File: src/rtl/cfu_master_if.sv
// Handshake bundle between a CFU master and a custom function unit.
//   req_*  : request channel (valid/ready), master -> CFU
//   resp_* : response channel (valid/ready), CFU -> master
// Parameters: ID_W transaction ID width, FUNC_W function ID width,
//             STATUS_W response status width.
interface cfu_interface #(
  parameter int unsigned ID_W     = 2,
  parameter int unsigned FUNC_W   = 10,
  parameter int unsigned STATUS_W = 2
);

  logic                req_valid;
  logic                req_ready;
  logic [ID_W-1:0]     req_id;
  logic [FUNC_W-1:0]   req_function_id;
  logic [31:0]         req_data0;
  logic [31:0]         req_data1;

  logic                resp_valid;
  logic                resp_ready;
  logic [ID_W-1:0]     resp_id;
  logic [STATUS_W-1:0] resp_status;
  logic [31:0]         resp_data;

  modport master (
    output req_valid, req_id, req_function_id, req_data0, req_data1, resp_ready,
    input  req_ready, resp_valid, resp_id, resp_status, resp_data
  );

  modport slave (
    input  req_valid, req_id, req_function_id, req_data0, req_data1, resp_ready,
    output req_ready, resp_valid, resp_id, resp_status, resp_data
  );

endinterface

File: src/rtl/cfu_master.sv
// CFU master: accepts instructions from the pipeline, presents them to the
// CFU through a single request register, buffers CFU responses in a FIFO and
// offers them to writeback in arrival order.
// Ports:
//   clk, rst                 clock, synchronous active-high reset
//   issue_valid/issue_ready  instruction handshake from the pipeline
//   issue_id/fn/rs1/rs2      instruction payload
//   wb_valid/wb_ack          result handshake to writeback
//   wb_id/wb_data/wb_err     head-of-FIFO result
//   proto_err                sticky: response arrived with nothing outstanding
//   cfu                      request/response channels to the CFU
module cfu_master #(
  parameter int unsigned MAX_INFLIGHT = 4,
  parameter int unsigned RESP_DEPTH   = 2,
  parameter int unsigned FUNC_W       = 10,
  parameter int unsigned ID_W         = 2
) (
  input  logic              clk,
  input  logic              rst,

  input  logic              issue_valid,
  output logic              issue_ready,
  input  logic [ID_W-1:0]   issue_id,
  input  logic [FUNC_W-1:0] issue_fn,
  input  logic [31:0]       issue_rs1,
  input  logic [31:0]       issue_rs2,

  output logic              wb_valid,
  input  logic              wb_ack,
  output logic [ID_W-1:0]   wb_id,
  output logic [31:0]       wb_data,
  output logic              wb_err,

  output logic              proto_err,

  cfu_interface.master      cfu
);

  localparam int unsigned CNT_W = 4;
  localparam int unsigned PTR_W = (RESP_DEPTH > 1) ? $clog2(RESP_DEPTH) : 1;
  localparam int unsigned OCC_W = $clog2(RESP_DEPTH + 1);

  typedef struct packed {
    logic [ID_W-1:0] id;
    logic [31:0]     data;
    logic            err;
  } resp_entry_t;

  // Request stage
  logic              req_valid_q;
  logic [ID_W-1:0]   req_id_q;
  logic [FUNC_W-1:0] req_fn_q;
  logic [31:0]       req_data0_q;
  logic [31:0]       req_data1_q;

  // Credit tracking
  logic [CNT_W-1:0]  inflight_q;

  // Response FIFO
  resp_entry_t       fifo_mem [RESP_DEPTH];
  logic [PTR_W-1:0]  wr_ptr_q;
  logic [PTR_W-1:0]  rd_ptr_q;
  logic [OCC_W-1:0]  occ_q;
  logic              proto_err_q;

  logic              fifo_full;
  logic              fifo_empty;
  logic              issue_fire;
  logic              resp_fire;
  logic              resp_orphan;
  logic              fifo_push;
  logic              fifo_pop;
  resp_entry_t       push_entry;
  resp_entry_t       head_entry;

  function automatic logic [PTR_W-1:0] ptr_inc(input logic [PTR_W-1:0] p);
    return (p == PTR_W'(RESP_DEPTH - 1)) ? '0 : p + PTR_W'(1);
  endfunction

  // Handshake decode
  assign fifo_full   = (occ_q == OCC_W'(RESP_DEPTH));
  assign fifo_empty  = (occ_q == '0);
  assign issue_ready = (!req_valid_q || cfu.req_ready) &&
                       (inflight_q < CNT_W'(MAX_INFLIGHT));
  assign issue_fire  = issue_valid && issue_ready;
  assign resp_fire   = cfu.resp_valid && !fifo_full;
  // A response with no outstanding work and nothing buffered has no owner.
  assign resp_orphan = resp_fire && (inflight_q == '0) && fifo_empty;
  assign fifo_push   = resp_fire && !resp_orphan;
  assign fifo_pop    = !fifo_empty && wb_ack;

  assign push_entry.id   = cfu.resp_id;
  assign push_entry.data = cfu.resp_data;
  assign push_entry.err  = (cfu.resp_status != '0);

  // Request channel driven straight from the request register
  assign cfu.req_valid       = req_valid_q;
  assign cfu.req_id          = req_id_q;
  assign cfu.req_function_id = req_fn_q;
  assign cfu.req_data0       = req_data0_q;
  assign cfu.req_data1       = req_data1_q;
  assign cfu.resp_ready      = !fifo_full;

  // Request valid: set on accept, cleared once the CFU takes it
  always_ff @(posedge clk) begin
    if (rst) begin
      req_valid_q <= 1'b0;
    end else if (issue_fire) begin
      req_valid_q <= 1'b1;
    end else if (cfu.req_ready) begin
      req_valid_q <= 1'b0;
    end
  end

  // Request payload; only loaded on accept so it holds under backpressure
  always_ff @(posedge clk) begin
    if (issue_fire) begin
      req_id_q    <= issue_id;
      req_fn_q    <= issue_fn;
      req_data0_q <= issue_rs1;
      req_data1_q <= issue_rs2;
    end
  end

  // Outstanding count from accept to writeback retire
  always_ff @(posedge clk) begin
    if (rst) begin
      inflight_q <= '0;
    end else if (issue_fire && !fifo_pop) begin
      inflight_q <= inflight_q + CNT_W'(1);
    end else if (!issue_fire && fifo_pop && (inflight_q != '0)) begin
      inflight_q <= inflight_q - CNT_W'(1);
    end
  end

  // FIFO pointers and occupancy
  always_ff @(posedge clk) begin
    if (rst) begin
      wr_ptr_q <= '0;
      rd_ptr_q <= '0;
      occ_q    <= '0;
    end else begin
      if (fifo_push) begin
        wr_ptr_q <= ptr_inc(wr_ptr_q);
      end
      if (fifo_pop) begin
        rd_ptr_q <= ptr_inc(rd_ptr_q);
      end
      if (fifo_push && !fifo_pop) begin
        occ_q <= occ_q + OCC_W'(1);
      end else if (!fifo_push && fifo_pop) begin
        occ_q <= occ_q - OCC_W'(1);
      end
    end
  end

  // FIFO storage (not reset; validity is tracked by occupancy)
  always_ff @(posedge clk) begin
    if (fifo_push) begin
      fifo_mem[wr_ptr_q] <= push_entry;
    end
  end

  // Sticky protocol error, cleared only by reset
  always_ff @(posedge clk) begin
    if (rst) begin
      proto_err_q <= 1'b0;
    end else if (resp_orphan) begin
      proto_err_q <= 1'b1;
    end
  end

  // Writeback view of the FIFO head
  assign head_entry = fifo_mem[rd_ptr_q];
  assign wb_valid   = !fifo_empty;
  assign wb_id      = head_entry.id;
  assign wb_data    = head_entry.data;
  assign wb_err     = head_entry.err;
  assign proto_err  = proto_err_q;

endmodule

File: src/flat_wrapper.sv
// flat-port wrapper written by rule: the top's interface ports become plain ports
module cfu_master_flat 
#(
  parameter int unsigned MAX_INFLIGHT = 4,
  parameter int unsigned RESP_DEPTH   = 2,
  parameter int unsigned FUNC_W       = 10,
  parameter int unsigned ID_W         = 2
)
  (clk, rst, issue_valid, issue_ready, issue_id, issue_fn, issue_rs1, issue_rs2, wb_valid, wb_ack, wb_id, wb_data, wb_err, proto_err, cfu_req_valid, cfu_req_id, cfu_req_function_id, cfu_req_data0, cfu_req_data1, cfu_resp_ready, cfu_req_ready, cfu_resp_valid, cfu_resp_id, cfu_resp_status, cfu_resp_data);
  cfu_interface #(.ID_W(ID_W), .FUNC_W(FUNC_W)) cfu_i ();
  input  logic clk;
  input  logic rst;
  input  logic issue_valid;
  output logic issue_ready;
  input  logic [ID_W-1:0] issue_id;
  input  logic [FUNC_W-1:0] issue_fn;
  input  logic [31:0] issue_rs1;
  input  logic [31:0] issue_rs2;
  output logic wb_valid;
  input  logic wb_ack;
  output logic [ID_W-1:0] wb_id;
  output logic [31:0] wb_data;
  output logic wb_err;
  output logic proto_err;
  output wire logic [$bits(cfu_i.req_valid)-1:0] cfu_req_valid;
  output wire logic [$bits(cfu_i.req_id)-1:0] cfu_req_id;
  output wire logic [$bits(cfu_i.req_function_id)-1:0] cfu_req_function_id;
  output wire logic [$bits(cfu_i.req_data0)-1:0] cfu_req_data0;
  output wire logic [$bits(cfu_i.req_data1)-1:0] cfu_req_data1;
  output wire logic [$bits(cfu_i.resp_ready)-1:0] cfu_resp_ready;
  input wire logic [$bits(cfu_i.req_ready)-1:0] cfu_req_ready;
  input wire logic [$bits(cfu_i.resp_valid)-1:0] cfu_resp_valid;
  input wire logic [$bits(cfu_i.resp_id)-1:0] cfu_resp_id;
  input wire logic [$bits(cfu_i.resp_status)-1:0] cfu_resp_status;
  input wire logic [$bits(cfu_i.resp_data)-1:0] cfu_resp_data;
  assign cfu_req_valid = cfu_i.req_valid;
  assign cfu_req_id = cfu_i.req_id;
  assign cfu_req_function_id = cfu_i.req_function_id;
  assign cfu_req_data0 = cfu_i.req_data0;
  assign cfu_req_data1 = cfu_i.req_data1;
  assign cfu_resp_ready = cfu_i.resp_ready;
  assign cfu_i.req_ready = cfu_req_ready;
  assign cfu_i.resp_valid = cfu_resp_valid;
  assign cfu_i.resp_id = cfu_resp_id;
  assign cfu_i.resp_status = cfu_resp_status;
  assign cfu_i.resp_data = cfu_resp_data;
  cfu_master #(.MAX_INFLIGHT(MAX_INFLIGHT), .RESP_DEPTH(RESP_DEPTH), .FUNC_W(FUNC_W), .ID_W(ID_W)) u_core (.clk(clk), .rst(rst), .issue_valid(issue_valid), .issue_ready(issue_ready), .issue_id(issue_id), .issue_fn(issue_fn), .issue_rs1(issue_rs1), .issue_rs2(issue_rs2), .wb_valid(wb_valid), .wb_ack(wb_ack), .wb_id(wb_id), .wb_data(wb_data), .wb_err(wb_err), .proto_err(proto_err), .cfu(cfu_i));
endmodule
File: config.mk
export PLATFORM = sky130hd
export DESIGN_NAME = cfu_master_flat
export DESIGN_NICKNAME = d
export VERILOG_FILES = /design/src/rtl/cfu_master_if.sv /design/src/rtl/cfu_master.sv /design/src/flat_wrapper.sv
export SDC_FILE = /design/constraint.sdc
export NUM_CORES = 1
export LEC_CHECK = 0
export ABC_CLOCK_PERIOD_IN_PS = 3500
export CORE_MARGIN = 1.5
export CORE_UTILIZATION = 38
export CTS_BUF_LIST = sky130_fd_sc_hd__clkbuf_16
export DETAILED_ROUTE_END_ITERATION = 10
export PLACE_DENSITY = 0.76
export SLEW_MARGIN = 10
export SYNTH_ARGS = -nofsm -noshare
export SYNTH_HDL_FRONTEND = slang
export SYNTH_SLANG_ARGS = --single-unit
File: constraint.sdc
create_clock -name clk -period 3.5 [get_ports clk]
set_input_delay 1.05 -clock clk [delete_from_list [all_inputs] [get_ports clk]]
set_output_delay 1.05 -clock clk [all_outputs]
set_load 0.01 [all_outputs]
Word level (Yosys, flattened, before mapping):

Memories as Yosys holds them, arrays and structs flattened. A register that Yosys moved wholly into a read port is not among the register bits.
Index checks and enable logic that the tools add are counted.

* bits in latches: 0
* bits in writable memories: 70
* flip-flop bits (word level): 86
* memory bits (read-only): 0
* memories: 1
* word-level logic and storage cells: 58
* input bits: 118

* $mul: 0
* bitwise operators: 0
* multiplexer cells: 12
* add/sub/neg operators: 6
* shifts and indexed selects: 0
* equality and inequality tests: 1
* $lt $le $gt $ge: 1
* reductions and logical operators: 27
* divide/modulo/power cells: 0

Memories
* u_core.fifo_mem: depth 2, width 35, rd ports 1, clocked after memory_dff 1, wr ports 1, line cfu_master.sv:60 `resp_entry_t fifo_mem [RESP_DEPTH];`

Operators by type and width (count)
* logical AND 1 bit: 12
* two-way mux 1 bit: 8
* two-way mux 4 bit: 2
* nonzero test 2 bit: 4
* zero test 1 bit: 7
* adder 4 x 1 -> 4 bit, second input constant: 1
* zero test 4 bit: 1
* < comparator 4 x 3 -> 1 bit, second input constant: 1
* two-way mux 2 bit: 2
* nonzero test 4 bit: 1
* subtractor 4 x 1 -> 4 bit, second input constant: 1
* adder 1 bit, second input constant: 2
* adder 2 x 1 -> 2 bit, second input constant: 1
* equality test 2 bit, second input constant: 1
* zero test 2 bit: 1
* subtractor 2 x 1 -> 2 bit, second input constant: 1
* logical OR 1 bit: 1

Depth between registers and ports, before layout:

Gate-level depths: netlist (run 1).

* depth in word-level cells: 11
* mapped depth: 9
* gate-level depth less buffers: 8

Worst setup path before layout (run 1):

Ideal clock, no wire load.

* kind: input port to flip-flop
* start: in cfu_req_ready
* end: reg u_core.req_data0_q[0], in the netlist u_core.cfu.req_data0[0] (enable)
* setup time: 0.430 ns
* stages on the path: 4
* setup slack: 0.104 ns
* data arrival time: 2.966 ns
* data required time: 3.070 ns
* buffers on the path: 0
* path through: nand2b_1 and2_1 nand2_1 inv_1

* word-level cells in the longest chain between the ends: 3

RTL lines
* from (decl): line flat_wrapper.sv:31 `input wire logic [$bits(cfu_i.req_ready)-1:0] cfu_req_ready;`
* logical OR 1 bit: line cfu_master.sv:83 `assign issue_ready = (!req_valid_q || cfu.req_ready) &&`
* logical AND 1 bit: line cfu_master.sv:83
* named net issue_ready: line flat_wrapper.sv:14 `output logic issue_ready;`
* logical AND 1 bit: line cfu_master.sv:85 `assign issue_fire = issue_valid && issue_ready;`
* named net u_core.issue_fire: line cfu_master.sv:68 `logic issue_fire;`
* to (signal assigned): line cfu_master.sv:120 `req_data0_q <= issue_rs1;`
* to (decl): line cfu_master.sv:53 `logic [31:0] req_data0_q;`

The timed path passes the listed nets, and every way through them passes these cells.
A chain may end at the register's enable or synchronous reset.

Worst setup path in the final report (run 1):

* start: in cfu_req_ready
* end: out issue_ready

* word-level cells in the longest chain between the ends: 2

RTL lines (line)
* logical OR 1 bit: cfu_master.sv:83
* logical AND 1 bit: cfu_master.sv:83
* to (decl): flat_wrapper.sv:14

Every way passes these cells.

==> results.md, run 1 <==
- Max_slew headroom: 0.6257
- Critical path's slowest cell: clkdlybuf4s50_1
- Most used DFF post-synth: edfxtp_1
- Yosys warns: 0
- Worst setup margin: 125.0 ps
- Post-Synthesis Cells: approximately 250
- Final Hold Vio Count: 0
- Hold Path Class: flop to flop
- Clk_skew: 6.271 ps
- Rows: 43
- Mean post-synth cell area: 21.44 µm²
- DR vias: around 3,200
- Reg clk slew, reported paths: 60 ps
- Vias in the first global route: 3,405
- Starting DRC count in detailed routing: a little under 200
- Synth Net Count: 376
- Util after Layout: 0.6205
- Max Cap Viol: 0
- RSZ-0062 raised after global routing: no
- Detailed Route WL: 12,500 µm
- Pwr Total: 6357 µW
- First drt pass iteration count: 4
- Unique masters post-synth: 37
- Post-DP HPWL: 9097 µm
- Antenna Violating Nets Remaining: 0
- Port bufs: between 200 and 250
- Compound-Gate Fraction of Synth Area: 0.02091
- Multiplexer area fraction after synthesis: 0.07629
- Vias per cell: 4.608
- Worst-Skew Late Latency: 410 ps
- GR Overflow Total: 0
- Die Footprint: between 15,000 and 20,000 µm²
- Commonest non-fill, non-tap cell in the layout: clkdlybuf4s50_1
- Post_cts resized: 0
- Num Clock Sinks: between 150 and 200
- # hold bufs at CTS: 0
- Synthesized area: 5445 µm²
- Crit start category: input port
- H-Tree Level Count: 4
- Initial Util: 0.3908
- Post-Synth Adder-Cell Area: 0.01057
- CORE AREA: 13,930 µm²
- Die X: 122.7 µm
- Post-Synth XOR/XNOR Area: 0.006434
- Crit path buffers/inverters: 2
- Slew @ Worst Pin: around 560 ps
- ANT cells: 0
- Fillers: 1,006
- Crit path top cell by count: clkdlybuf4s50_1
- Share of post-route cells with drive strength above 1: 0.1561
- Crit path DAT: 2330 ps
- NumNets Final: 628
- Period Utilization, post-route: 0.9643
- Leak Pwr: just under 0.003 µW
- Area of the multi-input gates: 794.5 µm²
- WL per Instance: about 18 µm
- Crit. End Element: output pin
- Post-Synth Simple-Gate Area: 0.03010
- CP Class: input port to output pin
- Top Family by Delay on Critical Path: buffers and inverters
- CTS Buf Count: 17
- Req. time, crit path: 2450 ps
- TNS Setup: 0 ps
- Post-synthesis sequential area ratio: 0.8456
- Largest net degree at the start of global routing: 54
- Final Setup Violations: 0
- Post-CTS setup buffer count: 0
- CTS tree: yes
- Synthesis-stage register bit count: 157
- Final Wtd Congestion: 0.7314
- Critical-path cell list: clkdlybuf4s50_1, nand2b_1, and2_1, clkdlybuf4s50_1
- Most frequent cells in the layout: 233 x clkdlybuf4s50_1, 146 x edfxtp_1, 35 x mux2_2
- Global-route wire length before repair: 18,090 µm
- Drt drc: 0
- Number of I/O pins: 234
- Area growth from synthesis to layout: 58.78%
- Clk root buf: clkbuf_16
- Die height: about 120 µm
- Setup WS pre-CTS: 130.4 ps
- Initial antenna violation count: 0
- Status: finished, final reports clean
- Critical Path Fanout Max: 2
- Reg area: 4606 µm²
- Final Max Slew Viols: 0
- Fmax: 296.3 MHz
- Largest family of logic cells by synthesized area: multiplexers
- Peak supply drop: 0.4028 mV
- Non-filler cells in the finished layout: roughly 700
- Post-synth ARST share: 0
- DP Cell Count: 667
- Largest buffer count on any clock path: 2
- CP peak stage delay: between 500 and 600 ps
- GRT Resource Usage Total: 0.1665
- Power Dens Cells: 735.2 nW/µm²
- Minimum clock period: 3375 ps
- EDFF count, synth: 146
==> worst reg2reg max path, cell delays in order, from the launching register on <==
cell	delay, ps
dfxtp_1	390
o21ai_4	220
and4_4	300
inv_4	60
ha_1	290
a21o_1	180
a21oi_1	260
nor4b_1	310
a311o_1	160
==> per-layer routing <==
metal / up-vias / global-route usage / routed length [µm]
li1: 1496 / - / -
met1: 1547 / 0.1875 / 4717
met2: 162 / 0.2795 / 6447
met3: 16 / 0.06738 / 1126
met4: 0 / 0.07049 / 209
met5: - / 0 / 0
==> state kept, by name (all words and copies together) (netlist names), named ones only <==
name and count:
u_core.cfu.req_data0 32, u_core.cfu.req_data1 32, u_core.cfu.req_function_id 10, u_core.cfu.req_id 2
u_core.cfu.req_valid 1, u_core.fifo_mem 70, u_core.inflight_q 4, u_core.occ_q 2
u_core.proto_err 1, u_core.rd_ptr_q 1, u_core.wr_ptr_q 1
==> Yosys cell counts (2+ instances only) <==
cell / count / area (µm²)
nor2_1: 10 / 37.54
dfxtp_1: 11 / 220.2
nand2b_1: 4 / 25.02
nor2b_1: 2 / 12.51
mux2_2: 35 / 394.1
buf_2: 3 / 15.01
o21ai_0: 3 / 15.01
edfxtp_1: 146 / 4384
inv_1: 4 / 15.01
and2_1: 2 / 12.51
xor2_1: 3 / 26.28
a21oi_1: 3 / 15.01
ha_1: 3 / 37.54
clkbuf_1: 2 / 7.510
==> power by group <==
part,internal (µW),switching (µW),total (µW),leakage (µW)
Combinational,1030,845,1870,0.00125
Clock,1050,725,1770,0.000270
Sequential,2550,167,2720,0.00146
==> path summary, 6_finish.rpt <==
check                                                          to  slack [ps]  cells after the start                           from
worst max register to register  u_core.inflight_q[3]$_SDFFE_PP0P_        1270                      8   u_core.occ_q[0]$_SDFFE_PP0P_
worst min register to register      u_core.proto_err$_SDFFE_PP0P_         470                      2  u_core.proto_err$_SDFFE_PP0P_
worst max-delay path                                  issue_ready         120                      4                  cfu_req_ready
worst min-delay path                u_core.proto_err$_SDFFE_PP0P_         470                      2  u_core.proto_err$_SDFFE_PP0P_
==> cell families (layout without fill, tap and decap cells) <==
group | after synthesis | in the layout
AO/OA/AOI/OAI | 14 | 14
XOR/XNOR | 4 | 4
adder cells (fa/ha/maj) | 4 | 4
buffers and inverters | 11 | 276
flip-flops | 157 | 157
multiplexers | 37 | 37
AND/OR/NAND/NOR | 27 | 27
==> cell type report <==
cell class | count | area share
repair buffers | 239 | 0.2808
flip-flops and latches | 157 | 0.5327
multi-input cells | 86 | 0.09190
inverters | 5 | 0.002460
clock inverters | 15 | 0.01693
clock buffers | 17 | 0.04920
well taps | 180 | 0.02605
==> per-stage QoR <==
step                hold WS, ps  area (µm²)
floorplan                 472.5        5445
global placement          450.6        8074
detailed placement        466.5        8074
CTS                       480.5        8646
global route              515.2        8646
finish                    469.0        8646
Note: power is estimated with default switching activity, not from simulation.
==> inputs of run 2 (changes only) <==
--- a/config.mk
+++ b/config.mk
@@ -11,6 +11,7 @@
 export CTS_BUF_LIST = sky130_fd_sc_hd__clkbuf_16
 export DETAILED_ROUTE_END_ITERATION = 10
 export PLACE_DENSITY = 0.76
+export SKIP_CTS_REPAIR_TIMING = 1
 export SLEW_MARGIN = 10
 export SYNTH_ARGS = -nofsm -noshare
 export SYNTH_HDL_FRONTEND = slang
==> results of run 2 <==
Final layout, timing and power as in run 1 (identical DEF).
==> inputs of run 3 (changes only) <==
--- a/config.mk
+++ b/config.mk
@@ -10,6 +10,7 @@
 export CORE_UTILIZATION = 38
 export CTS_BUF_LIST = sky130_fd_sc_hd__clkbuf_16
 export DETAILED_ROUTE_END_ITERATION = 10
+export MAX_ROUTING_LAYER = met4
 export PLACE_DENSITY = 0.76
 export SKIP_CTS_REPAIR_TIMING = 1
 export SLEW_MARGIN = 10
==> results.md, run 3 (synthesis gave the netlist of run 1 again) <==
- Status: finished, final reports clean
- Final Setup Violations: 0 (unchanged)
- Largest Register: u_core.fifo_mem
- Vias per cell: 4.599 (-0.19%)
- Rows: 43 (unchanged)
- Crit start category: input port
- Clk_skew: 6.907 ps (+0.6367 ps)
- Power Dens Cells: 734.9 nW/µm² (about the same)
- Switching fraction of total power: 0.2729 (about the same)
- Max FFs per register: 70 (unchanged)
- Largest net degree at the start of global routing: 54 (unchanged)
- GR Overflow Total: 0 (unchanged)
- Share of post-route cells with drive strength above 1: 0.1561 (unchanged)
- Die X: 122.7 µm (unchanged)
- Largest buffer count on any clock path: 2 (unchanged)
- Starting DRC count in detailed routing: 197 (+1.5%)
- Reg-to-reg critical path endpoint: u_core.inflight_q[3]$_SDFFE_PP0P_
- Commonest non-fill, non-tap cell in the layout: clkdlybuf4s50_1
- Die Footprint: 15,060 µm² (unchanged)
- Reg2reg start: u_core.occ_q[0]$_SDFFE_PP0P_
- Worst-Skew Late Latency: 420 ps (about the same)
- Max_slew headroom: 0.6267 (+0.001063)
- Drt drc: 0 (unchanged)
- Die height: 122.7 µm (unchanged)
- Detailed Route WL: 12,570 µm (+0.54%)
- WL per Instance: 17.98 µm (+0.54%)
- Minimum clock period: 3372 ps (-3.175 ps)
- Initial Util: 0.3908 (unchanged)
- Port bufs: 233 (unchanged)
- Area growth from synthesis to layout: 58.78% (unchanged)
- Leak Pwr: 0.002984 µW (unchanged)
- Num Clock Sinks: 157 (unchanged)
- Comb power frac: 0.294 (about the same)
- Period Utilization, post-route: 0.9634 (about the same)
- Max Cap Viol: 0 (unchanged)
- CTS tree: yes
- Fmax: 296.6 MHz (about the same)
- Internal power: 4620 µW (about the same)
- DP Cell Count: 667 (unchanged)
- Setup crit start: cfu_req_ready
- Req. time, crit path: 2450 ps (about the same)
- TNS Setup: 0 ps (unchanged)
- ANT cells: 0 (unchanged)
- Hold Path Class: flop to flop
- CTS Buf Count: 17 (unchanged)
- Slew @ Worst Pin: 558.2 ps (-1.590 ps)
- Clock power share: 0.278 (about the same)
- Crit. End Element: output pin
- Global-route wire length before repair: 18,010 µm (-0.45%)
- Final Max Slew Viols: 0 (unchanged)
- Most frequent cells in the layout: 233 x clkdlybuf4s50_1, 146 x edfxtp_1, 35 x mux2_2
- Clk root buf: clkbuf_16
- NumNets Final: 628 (unchanged)
- Critical Path End: issue_ready
- Non-filler cells in the finished layout: 699 (unchanged)
- Final Hold Vio Count: 0 (unchanged)
- CORE AREA: 13,930 µm² (unchanged)
- H-Tree Level Count: 4 (unchanged)
- Reg clk slew, reported paths: 60 ps (about the same)
- CP Class: input port to output pin
- Antenna Violating Nets Remaining: 0 (unchanged)
- Critical Path Fanout Max: 2 (unchanged)
- Fillers: 1,006 (unchanged)
- RSZ-0062 raised after global routing: no
- Post-DP HPWL: 9097 µm (unchanged)
- Peak supply drop: 0.4044 mV (+0.39%)
- Crit path DAT: 2320 ps (about the same)
- First drt pass iteration count: 4 (unchanged)
- Initial antenna violation count: 0 (unchanged)
- GRT Resource Usage Total: 0.1713 (+0.004769)
- Switch Pwr: 1734 µW (-0.14%)
- Util after Layout: 0.6205 (unchanged)
- Flop2flop setup slack: 1240 ps (-30 ps)
- Vias in the first global route: 3,425 (+0.59%)
- Worst R2R Path Depth: 8 (unchanged)
- Sequential group share of total power: 0.427 (about the same)
- Number of I/O pins: 234 (unchanged)
- DR vias: 3,215 (-0.19%)
- Final Wtd Congestion: 0.7403 (+1.2%)
- Hold slack: 468.9 ps (-0.09700 ps)
[run 3: cell counts in the layout (fill, tap and decap cells not counted)]
No cell type changed its count.
[run 3: worst max-delay path, cell delays in order]
cell             delay (ps)
clkdlybuf4s50_1         440
nand2b_1                110
and2_1                  150
clkdlybuf4s50_1         560
[run 3: worst min path at each step]
stage	startpoint	endpoint	slack, ps	cells after the start
5_1_grt	u_core.proto_err$_SDFFE_PP0P_	u_core.proto_err$_SDFFE_PP0P_	510	2
4_1_cts	u_core.proto_err$_SDFFE_PP0P_	u_core.proto_err$_SDFFE_PP0P_	480	2
3_3_place_gp	u_core.proto_err$_SDFFE_PP0P_	u_core.proto_err$_SDFFE_PP0P_	450	2
6_report	u_core.proto_err$_SDFFE_PP0P_	u_core.proto_err$_SDFFE_PP0P_	470	2
2_1_floorplan	u_core.rd_ptr_q$_SDFFE_PP0P_	flop	470	2
3_5_place_dp	u_core.proto_err$_SDFFE_PP0P_	u_core.proto_err$_SDFFE_PP0P_	470	2
[run 3: final cells by class]
class / instances / area (µm²) / area share
clock buffer: 17 / 425.4 / 0.04920
clock inverter: 15 / 146.4 / 0.01693
inverter: 5 / 21.27 / 0.002460
multi-input combinational: 86 / 794.5 / 0.09190
sequential: 157 / 4606 / 0.5327
tap: 180 / 225.2 / 0.02605
timing repair buffer: 239 / 2427 / 0.2808
[run 3: power groups by stage]
stage	sequential (µW)	combinational, µW	clock, µW
floorplan	2800	796	0
global placement	2730	1850	0
detailed placement	2760	1890	0
CTS	2720	1900	1810
global route	2750	2000	1900
finish	2720	1870	1770
[run 3: per-layer routing]
layer  global-route usage  vias to the layer above  routed length [µm]
met5                    -                        -                   0
met4              0.07049                        0                 204
met3              0.06180                       19                1038
met2               0.2799                      164                6485
met1               0.1903                     1535                4840
li1                     -                     1497                   -
[run 3: metrics by stage]
step | total power (µW) | cell area (µm²) | worst slack [ps]
after global placement | 4581 | 8074 | 142.8
after CTS | 6433 | 8646 | 122.2
after floorplan | 3598 | 5445 | 104.0
after detailed placement | 4646 | 8074 | 130.4
final | 6354 | 8646 | 128.1
after global routing | 6655 | 8646 | 65.70
